**config.mk**
```make
export PLATFORM = sky130hd
export DESIGN_NAME = fir_axis_decim
export DESIGN_NICKNAME = d
export VERILOG_FILES = /design/src/rtl/fir_axis_decim.sv
export SDC_FILE = /design/constraint.sdc
export NUM_CORES = 1
export LEC_CHECK = 0
export ABC_CLOCK_PERIOD_IN_PS = 2500
export CAP_MARGIN = 15
export CORE_MARGIN = 2
export CORE_UTILIZATION = 49
export CTS_CLUSTER_DIAMETER = 120
export CTS_CLUSTER_SIZE = 16
export DETAILED_ROUTE_END_ITERATION = 10
export HOLD_SLACK_MARGIN = 0.15
export PLACE_DENSITY = 0.9
export SLEW_MARGIN = 20
export SYNTH_ARGS = -nofsm -noshare
export SYNTH_HDL_FRONTEND = slang
export SYNTH_SLANG_ARGS = --single-unit
```
**constraint.sdc**
```tcl
create_clock -name S_AXIS_ACLK -period 2.5 [get_ports S_AXIS_ACLK]
set_input_delay 0.625 -clock S_AXIS_ACLK [delete_from_list [all_inputs] [get_ports S_AXIS_ACLK]]
set_output_delay 0.625 -clock S_AXIS_ACLK [all_outputs]
set_load 0.005 [all_outputs]
```
**src/rtl/fir_axis_decim.sv**
```systemverilog
// ---------------------------------------------------------------------------
// fir_axis_decim
//   AXI4-Stream decimator that sits directly after the FIR output stream.
//   It keeps one of every FACTOR accepted samples, at phase OFFSET within each
//   group, and discards the rest. The last beat of a packet is always kept, so
//   packet boundaries survive decimation. Kept beats pass through a 2-entry
//   buffer (output register plus skid register), so S_AXIS_TREADY depends only
//   on registered state and never on M_AXIS_TREADY.
//
// Ports
//   S_AXIS_ACLK     in   clock
//   S_AXIS_ARESETN  in   synchronous reset, active-low
//   S_AXIS_TVALID   in   input beat valid
//   S_AXIS_TREADY   out  input beat can be accepted (buffer not full)
//   S_AXIS_TDATA    in   input sample
//   S_AXIS_TLAST    in   input beat ends packet
//   M_AXIS_TVALID   out  output beat valid
//   M_AXIS_TREADY   in   downstream accepts output beat
//   M_AXIS_TDATA    out  kept sample
//   M_AXIS_TLAST    out  output beat ends packet
//   DROP_CNT        out  number of discarded beats, saturating at all-ones
// ---------------------------------------------------------------------------
module fir_axis_decim #(
  parameter int FACTOR     = 2,
  parameter int OFFSET     = 0,
  parameter int DATA_WIDTH = 16,
  parameter int CNT_WIDTH  = 16
) (
  input  logic                  S_AXIS_ACLK,
  input  logic                  S_AXIS_ARESETN,
  input  logic                  S_AXIS_TVALID,
  output logic                  S_AXIS_TREADY,
  input  logic [DATA_WIDTH-1:0] S_AXIS_TDATA,
  input  logic                  S_AXIS_TLAST,
  output logic                  M_AXIS_TVALID,
  input  logic                  M_AXIS_TREADY,
  output logic [DATA_WIDTH-1:0] M_AXIS_TDATA,
  output logic                  M_AXIS_TLAST,
  output logic [CNT_WIDTH-1:0]  DROP_CNT
);

  // Reject meaningless configurations at elaboration time.
  generate
    if (FACTOR < 1 || OFFSET < 0 || OFFSET >= FACTOR) begin : g_bad_param
      $error("fir_axis_decim: need FACTOR>=1 and 0<=OFFSET<FACTOR");
    end
  endgenerate

  // Phase counter is at least one bit wide so FACTOR=1 still elaborates;
  // in that case it simply stays at 0.
  localparam int            PW     = (FACTOR > 1) ? $clog2(FACTOR) : 1;
  localparam logic [PW-1:0] OFF_P  = PW'(OFFSET);
  localparam logic [PW-1:0] LAST_P = PW'(FACTOR - 1);

  // Head entry drives M_AXIS_* directly; skid entry holds the second beat.
  logic                  head_vld_q,  head_vld_d;
  logic [DATA_WIDTH-1:0] head_data_q, head_data_d;
  logic                  head_last_q, head_last_d;
  logic                  skid_vld_q,  skid_vld_d;
  logic [DATA_WIDTH-1:0] skid_data_q, skid_data_d;
  logic                  skid_last_q, skid_last_d;
  logic [PW-1:0]         phase_q,     phase_d;
  logic [CNT_WIDTH-1:0]  drop_cnt_q,  drop_cnt_d;

  logic in_acc;
  logic keep;
  logic push;
  logic drop;
  logic pop;

  // Full only when both entries hold a beat; registered state only.
  assign S_AXIS_TREADY = ~(head_vld_q & skid_vld_q);
  assign M_AXIS_TVALID = head_vld_q;
  assign M_AXIS_TDATA  = head_data_q;
  assign M_AXIS_TLAST  = head_last_q;
  assign DROP_CNT      = drop_cnt_q;

  always_comb begin
    in_acc = S_AXIS_TVALID & S_AXIS_TREADY;
    // A last beat is always kept so every packet emits exactly one TLAST.
    keep   = (phase_q == OFF_P) | S_AXIS_TLAST;
    push   = in_acc & keep;
    drop   = in_acc & ~keep;
    pop    = head_vld_q & M_AXIS_TREADY;

    // Phase: wraps at FACTOR-1, and TLAST restarts the next packet at 0.
    phase_d = phase_q;
    if (in_acc) begin
      if (S_AXIS_TLAST || phase_q == LAST_P) begin
        phase_d = '0;
      end else begin
        phase_d = phase_q + PW'(1);
      end
    end

    drop_cnt_d = drop_cnt_q;
    if (drop && drop_cnt_q != {CNT_WIDTH{1'b1}}) begin
      drop_cnt_d = drop_cnt_q + CNT_WIDTH'(1);
    end

    head_vld_d  = head_vld_q;
    head_data_d = head_data_q;
    head_last_d = head_last_q;
    skid_vld_d  = skid_vld_q;
    skid_data_d = skid_data_q;
    skid_last_d = skid_last_q;

    if (pop) begin
      if (skid_vld_q) begin
        // Older skid beat moves forward; a new push refills the skid.
        head_vld_d  = 1'b1;
        head_data_d = skid_data_q;
        head_last_d = skid_last_q;
        if (push) begin
          skid_data_d = S_AXIS_TDATA;
          skid_last_d = S_AXIS_TLAST;
        end else begin
          skid_vld_d = 1'b0;
        end
      end else begin
        // Head drained; a same-cycle push refills it directly.
        head_vld_d = push;
        if (push) begin
          head_data_d = S_AXIS_TDATA;
          head_last_d = S_AXIS_TLAST;
        end
      end
    end else if (push) begin
      if (!head_vld_q) begin
        head_vld_d  = 1'b1;
        head_data_d = S_AXIS_TDATA;
        head_last_d = S_AXIS_TLAST;
      end else begin
        // TREADY guarantees the skid entry is free here.
        skid_vld_d  = 1'b1;
        skid_data_d = S_AXIS_TDATA;
        skid_last_d = S_AXIS_TLAST;
      end
    end
  end

  always_ff @(posedge S_AXIS_ACLK) begin
    if (!S_AXIS_ARESETN) begin
      head_vld_q  <= 1'b0;
      head_data_q <= '0;
      head_last_q <= 1'b0;
      skid_vld_q  <= 1'b0;
      skid_data_q <= '0;
      skid_last_q <= 1'b0;
      phase_q     <= '0;
      drop_cnt_q  <= '0;
    end else begin
      head_vld_q  <= head_vld_d;
      head_data_q <= head_data_d;
      head_last_q <= head_last_d;
      skid_vld_q  <= skid_vld_d;
      skid_data_q <= skid_data_d;
      skid_last_q <= skid_last_d;
      phase_q     <= phase_d;
      drop_cnt_q  <= drop_cnt_d;
    end
  end

endmodule

```
### After elaboration in Yosys (flattened, before gate mapping)

Cells that the tools add are included.

* flip-flop bits (word level): 53
* bits in latches: 0
* RAM bits: 0
* ROM bits: 0
* output and inout port bits: 35
* logic and storage cells: 57
* memories: 0

* $add $sub $neg: 2
* multipliers: 0
* div/mod/pow operators: 0
* magnitude comparators: 0
* equality and inequality tests: 3
* shifts and indexed selects: 0
* multiplexer cells: 27
* bitwise gates (word level): 9
* reduce and logical (&&, ||, !) cells: 8

Operators by type and width (number)
* 16-bit 2-to-1 mux: 9
* 1-bit 2-to-1 mux: 18
* 16-bit by 1-bit adder with 16-bit output, second input constant: 1
* 16-bit inequality test, second input constant: 1
* 3-bit AND reduction: 2
* 2-bit nonzero test: 3
* 1-bit bitwise AND: 5
* 1-bit inverter: 3
* 2-bit by 1-bit inequality test with 1-bit output, second input constant: 1
* 2-bit inequality test, second input constant: 1
* 2-bit AND reduction: 1
* 1-bit adder, second input constant: 1
* 1-bit logical AND: 1
* 1-bit logical OR: 1
* 1-bit OR: 1

### Logic depth before layout (Yosys ltp)

* depth after elaboration: 7
* depth in mapped cells: 7
* gate-level depth less buffers: 5

### Worst setup path before layout

Ideal clock, no wire load.

* path kind: input -> register
* start: input port M_AXIS_TREADY
* end: register skid_data_q[7]
* setup time: 128 ps
* arrival time: 1777 ps
* required time: 2372 ps
* path slack: 596 ps
* stages: 7
* buffers on the path: 3
* cells stage by stage: nand2b_1 > buf_6 > or4_4 > buf_6 > buf_6 > mux2i_1 > nor2_1

* longest elaborated chain between the ends: 3

RTL lines
* start, declared: RTL line 36 `input logic M_AXIS_TREADY,`
* 1-bit bitwise AND *: RTL line 84 `pop = head_vld_q & M_AXIS_TREADY;`
* 2-bit inequality test (no line) or 2-bit nonzero test (tied branches)
* 3-bit AND reduction (no line)
* end signal, assigned: RTL line 157 `skid_data_q <= skid_data_d;`
* end, declared: RTL line 60 `logic [DATA_WIDTH-1:0] skid_data_q, skid_data_d;`

Mark *: on every way between the ends. The rest lies on a longest branch, timed or not.
A chain may end at the register's enable or synchronous reset.

### Worst setup path in the final report

* start: input port S_AXIS_TVALID
* end: register drop_cnt_q[13] (netlist: DROP_CNT[13])

* longest elaborated chain between the ends: 3

RTL lines
* start, declared: RTL line 31 `input logic S_AXIS_TVALID,`
* 1-bit bitwise AND: RTL line 79 `in_acc = S_AXIS_TVALID & S_AXIS_TREADY;`
* 1-bit bitwise AND: RTL line 83 `drop = in_acc & ~keep;`
* 1-bit logical AND: RTL line 97 `if (drop && drop_cnt_q != {CNT_WIDTH{1'b1}}) begin`
* end signal, assigned: RTL line 160 `drop_cnt_q <= drop_cnt_d;`
* end, declared: RTL line 63 `logic [CNT_WIDTH-1:0] drop_cnt_q, drop_cnt_d;`

Every way passes these cells.

==> summary.txt <==
Fin crit period - 2.22 ns
# DRC - 0
# hold bufs at CTS - 0
Worst setup EP type - flop
Clk_lat worst skew - 0.30 ns
Fraction of registers with async set/reset - 0%
Critical path data required time - 2.72 ns
Pwr dens - 546 nW/um^2
Seq cells post-synth - 53
Outcome - finished clean
H-tree depth - 2
Area grow syn2layout - 30.1%
CP Max Fanout - 7
Post-Synth Simple-Gate Area - 15.9%
Post-CTS Resized - 0
Cell row count - 25
Vias - 2065
Slew Viols, Final - 0
Total detailed-routing wirelength - 5440 um
Post-synth net total - 270
Final Util - 65.7%
Total power - 1.68 mW
Clk slew on worst S/H paths - 0.08 ns
Router iterations before antenna repair - 4
Yosys Warn Count - 0
Critical path's largest stage delay - 0.58 ns
Total GRT Usage - 21.1%
Synth cell types - 38
CP max-delay cell - or4_1
Sequential share of the synthesized area - 44.7%
Synth Area in Adders - 0.528%
Post-Synth XOR/XNOR Area - 0%
Mux contribution to synthesized area - 15.2%
VDD IR-drop max - 0.341 mV
Final Hold Fails - 0
Die H - 73.6 um
Placeable Area - 4690 um^2
Top Ports - 56
Synth top area cells - dfxtp_1, mux2i_1, a21oi_1, a211oi_1, nor2_1
Starting density of the core - 50.5%
Type of origin of the critical path - input port
EDFF count, synth - 0
Total CTS buffers - 5
Worst Tran Pin Value - 0.611 ns
Crit path launch - S_AXIS_TVALID
Final Setup Violations - 0
Antenna cells - 0
Synth area leader - dfxtp_1
Initial antenna violation count - 0
Die area - 5410 um^2
CP top delay family - simple AND/OR/NAND/NOR gates
P_leak - 1.29 nW
Port Buf Inserts - 55
Tcrit/Tclk final - 88.8%
Slew HR - 59.3%
Chip width - 73.6 um
Worst clock skew - 0.0123 ns
Primary FF master, synth - dfxtp_1
GR Overflow Total - 0
Global-route wire length before repair - 8880 um
Post-Synthesis Cells - 248
Top cell type's share of synthesized area - 44.7%
Detail Route Antenna Nets - 0
HP Class - flop to flop
Setup CP Type - input port to flop
DR vias/cell - 5.75
Placed Instances - 351
Filler cells - 405
Crit path cell chain - clkdlybuf4s50_1 > a21boi_2 > nand4_1 > or4_1 > a21oi_1
Netlist Area Pre-Place - 2370 um^2
CP Buf/Inv Count - 1
Synth Area in Compound Gates - 19.0%
Reg2reg start - DROP_CNT[0]$_SDFFE_PN0P_
HP Start - skid_data_q[11]$_SDFFE_PN0P_
F_max - 451 MHz
Clk buf depth - 2
Largest net degree at the start of global routing - 36
Fraction of layout instances using a drive strength above 1 - 6.89%
Drt wl/cell - 15.2 um
TNS Setup - 0 ns
Gp weighted congestion - 0.798
Vias in the first global route - 1889
# nets final - 326
Setup Buffers After CTS - 0
Filler-free cell count of the finished design - 359
Crit path DAT - 2.44 ns
DR iter-0 viols - 126
Clk sink count - 53
DP Wirelength - 3790 um
CTS tree - done
RSZ-0062 raised after global routing - false
Pre-CTS setup slack - -0.0136 ns
Largest family of logic cells by synthesized area - compound AO/OA/AOI/OAI gates
Root Driver - clkbuf_8
Avg Inst Size Synth - 9.56 um^2
MaxCap Viol Count - 0
Final WS setup - 0.281 ns
==> worst paths after layout <==
path	end	slack (ns)	depth (start not counted)
hold / removal	skid_data_q[11]$_SDFFE_PN0P_	0.50	2
setup / recovery	DROP_CNT[13]$_SDFFE_PN0P_	0.28	5
hold reg to reg	skid_data_q[11]$_SDFFE_PN0P_	0.50	2
setup reg to reg	DROP_CNT[10]$_SDFFE_PN0P_	0.52	6
==> report_power, final <==
group	internal (mW)	leakage, nW	total [mW]	switching [mW]
Sequential	0.879	0.432	0.904	0.0243
Clock	0.301	0.0554	0.569	0.268
Combinational	0.120	0.804	0.212	0.0920
==> through the flow <==
stage                     instance area, um^2  hold slack (ns)
after floorplan                          2370            0.463
after global placement                   2970            0.465
after detailed placement                 2970            0.486
after CTS                                3080            0.508
after global routing                     3080            0.527
final                                    3080            0.502
==> worst min-delay path: stages, from the launching register on <==
cell and delay (ns):
dfxtp_1 0.33, mux2i_1 0.07, nor2_1 0.07
==> flip-flops by register name, summed over array words and instances (netlist names) <==
signal         cells
DROP_CNT          16
phase_q            1
skid_last_q        1
M_AXIS_TDATA      16
skid_data_q       16
M_AXIS_TLAST       1
M_AXIS_TVALID      1
skid_vld_q         1
==> synthesized netlist by cell type (2+ instances only) <==
cell type and number:
and3_1 2, nand4_1 5, dfxtp_1 53, o41ai_1 2
a21oi_1 29, nor3_1 2, o21ai_1 2, buf_2 4
nand2_1 9, nand3_1 7, a211oi_1 19, clkbuf_1 7
nand2b_1 3, mux2i_1 36, or4_1 8, o21ai_0 3
or3_1 3, o311ai_0 2, nor2_1 20, inv_1 4
buf_6 3, o31ai_1 9
==> kinds of logic (layout without fill, tap and decap cells) <==
family,count (synthesis),in the layout
buf+inv,21,78
mux,36,36
flops,53,53
simple gates,67,67
compound gates,70,70
fa+ha+maj,1,1
==> cell usage in the layout (no fill, tap or decap), drive strengths merged, types with 6 or more instances in the layout <==
cell / n
o31ai: 9
a21oi: 29
nand3: 7
nand2: 9
or4: 9
a211oi: 19
nor2: 20
clkbuf: 6
mux2i: 36
dfxtp: 53
buf: 10
clkdlybuf4s50: 55
==> layout make-up <==
type                    count  area (um^2)  share of cell area [%]
clock buffers               6         72.6                    2.35
clock inverters             2         38.8                    1.26
inverters                   5         18.8                   0.609
multi-input cells         174         1200                    38.9
flip-flops and latches     53         1060                    34.4
well taps                  54         67.6                    2.19
repair buffers             65          626                    20.3
==> metal layers <==
metal	routed length, um	vias to the layer above	share of wire [%]	global-route usage, %
met2	2630	47	48	32.9
met3	220	8	4.0	4.12
met1	2490	966	46	28.4
met4	100	0	1.8	9.09
met5	0	-	0	0
li1	-	1044	-	-
Power figures use the tool's default switching activity.
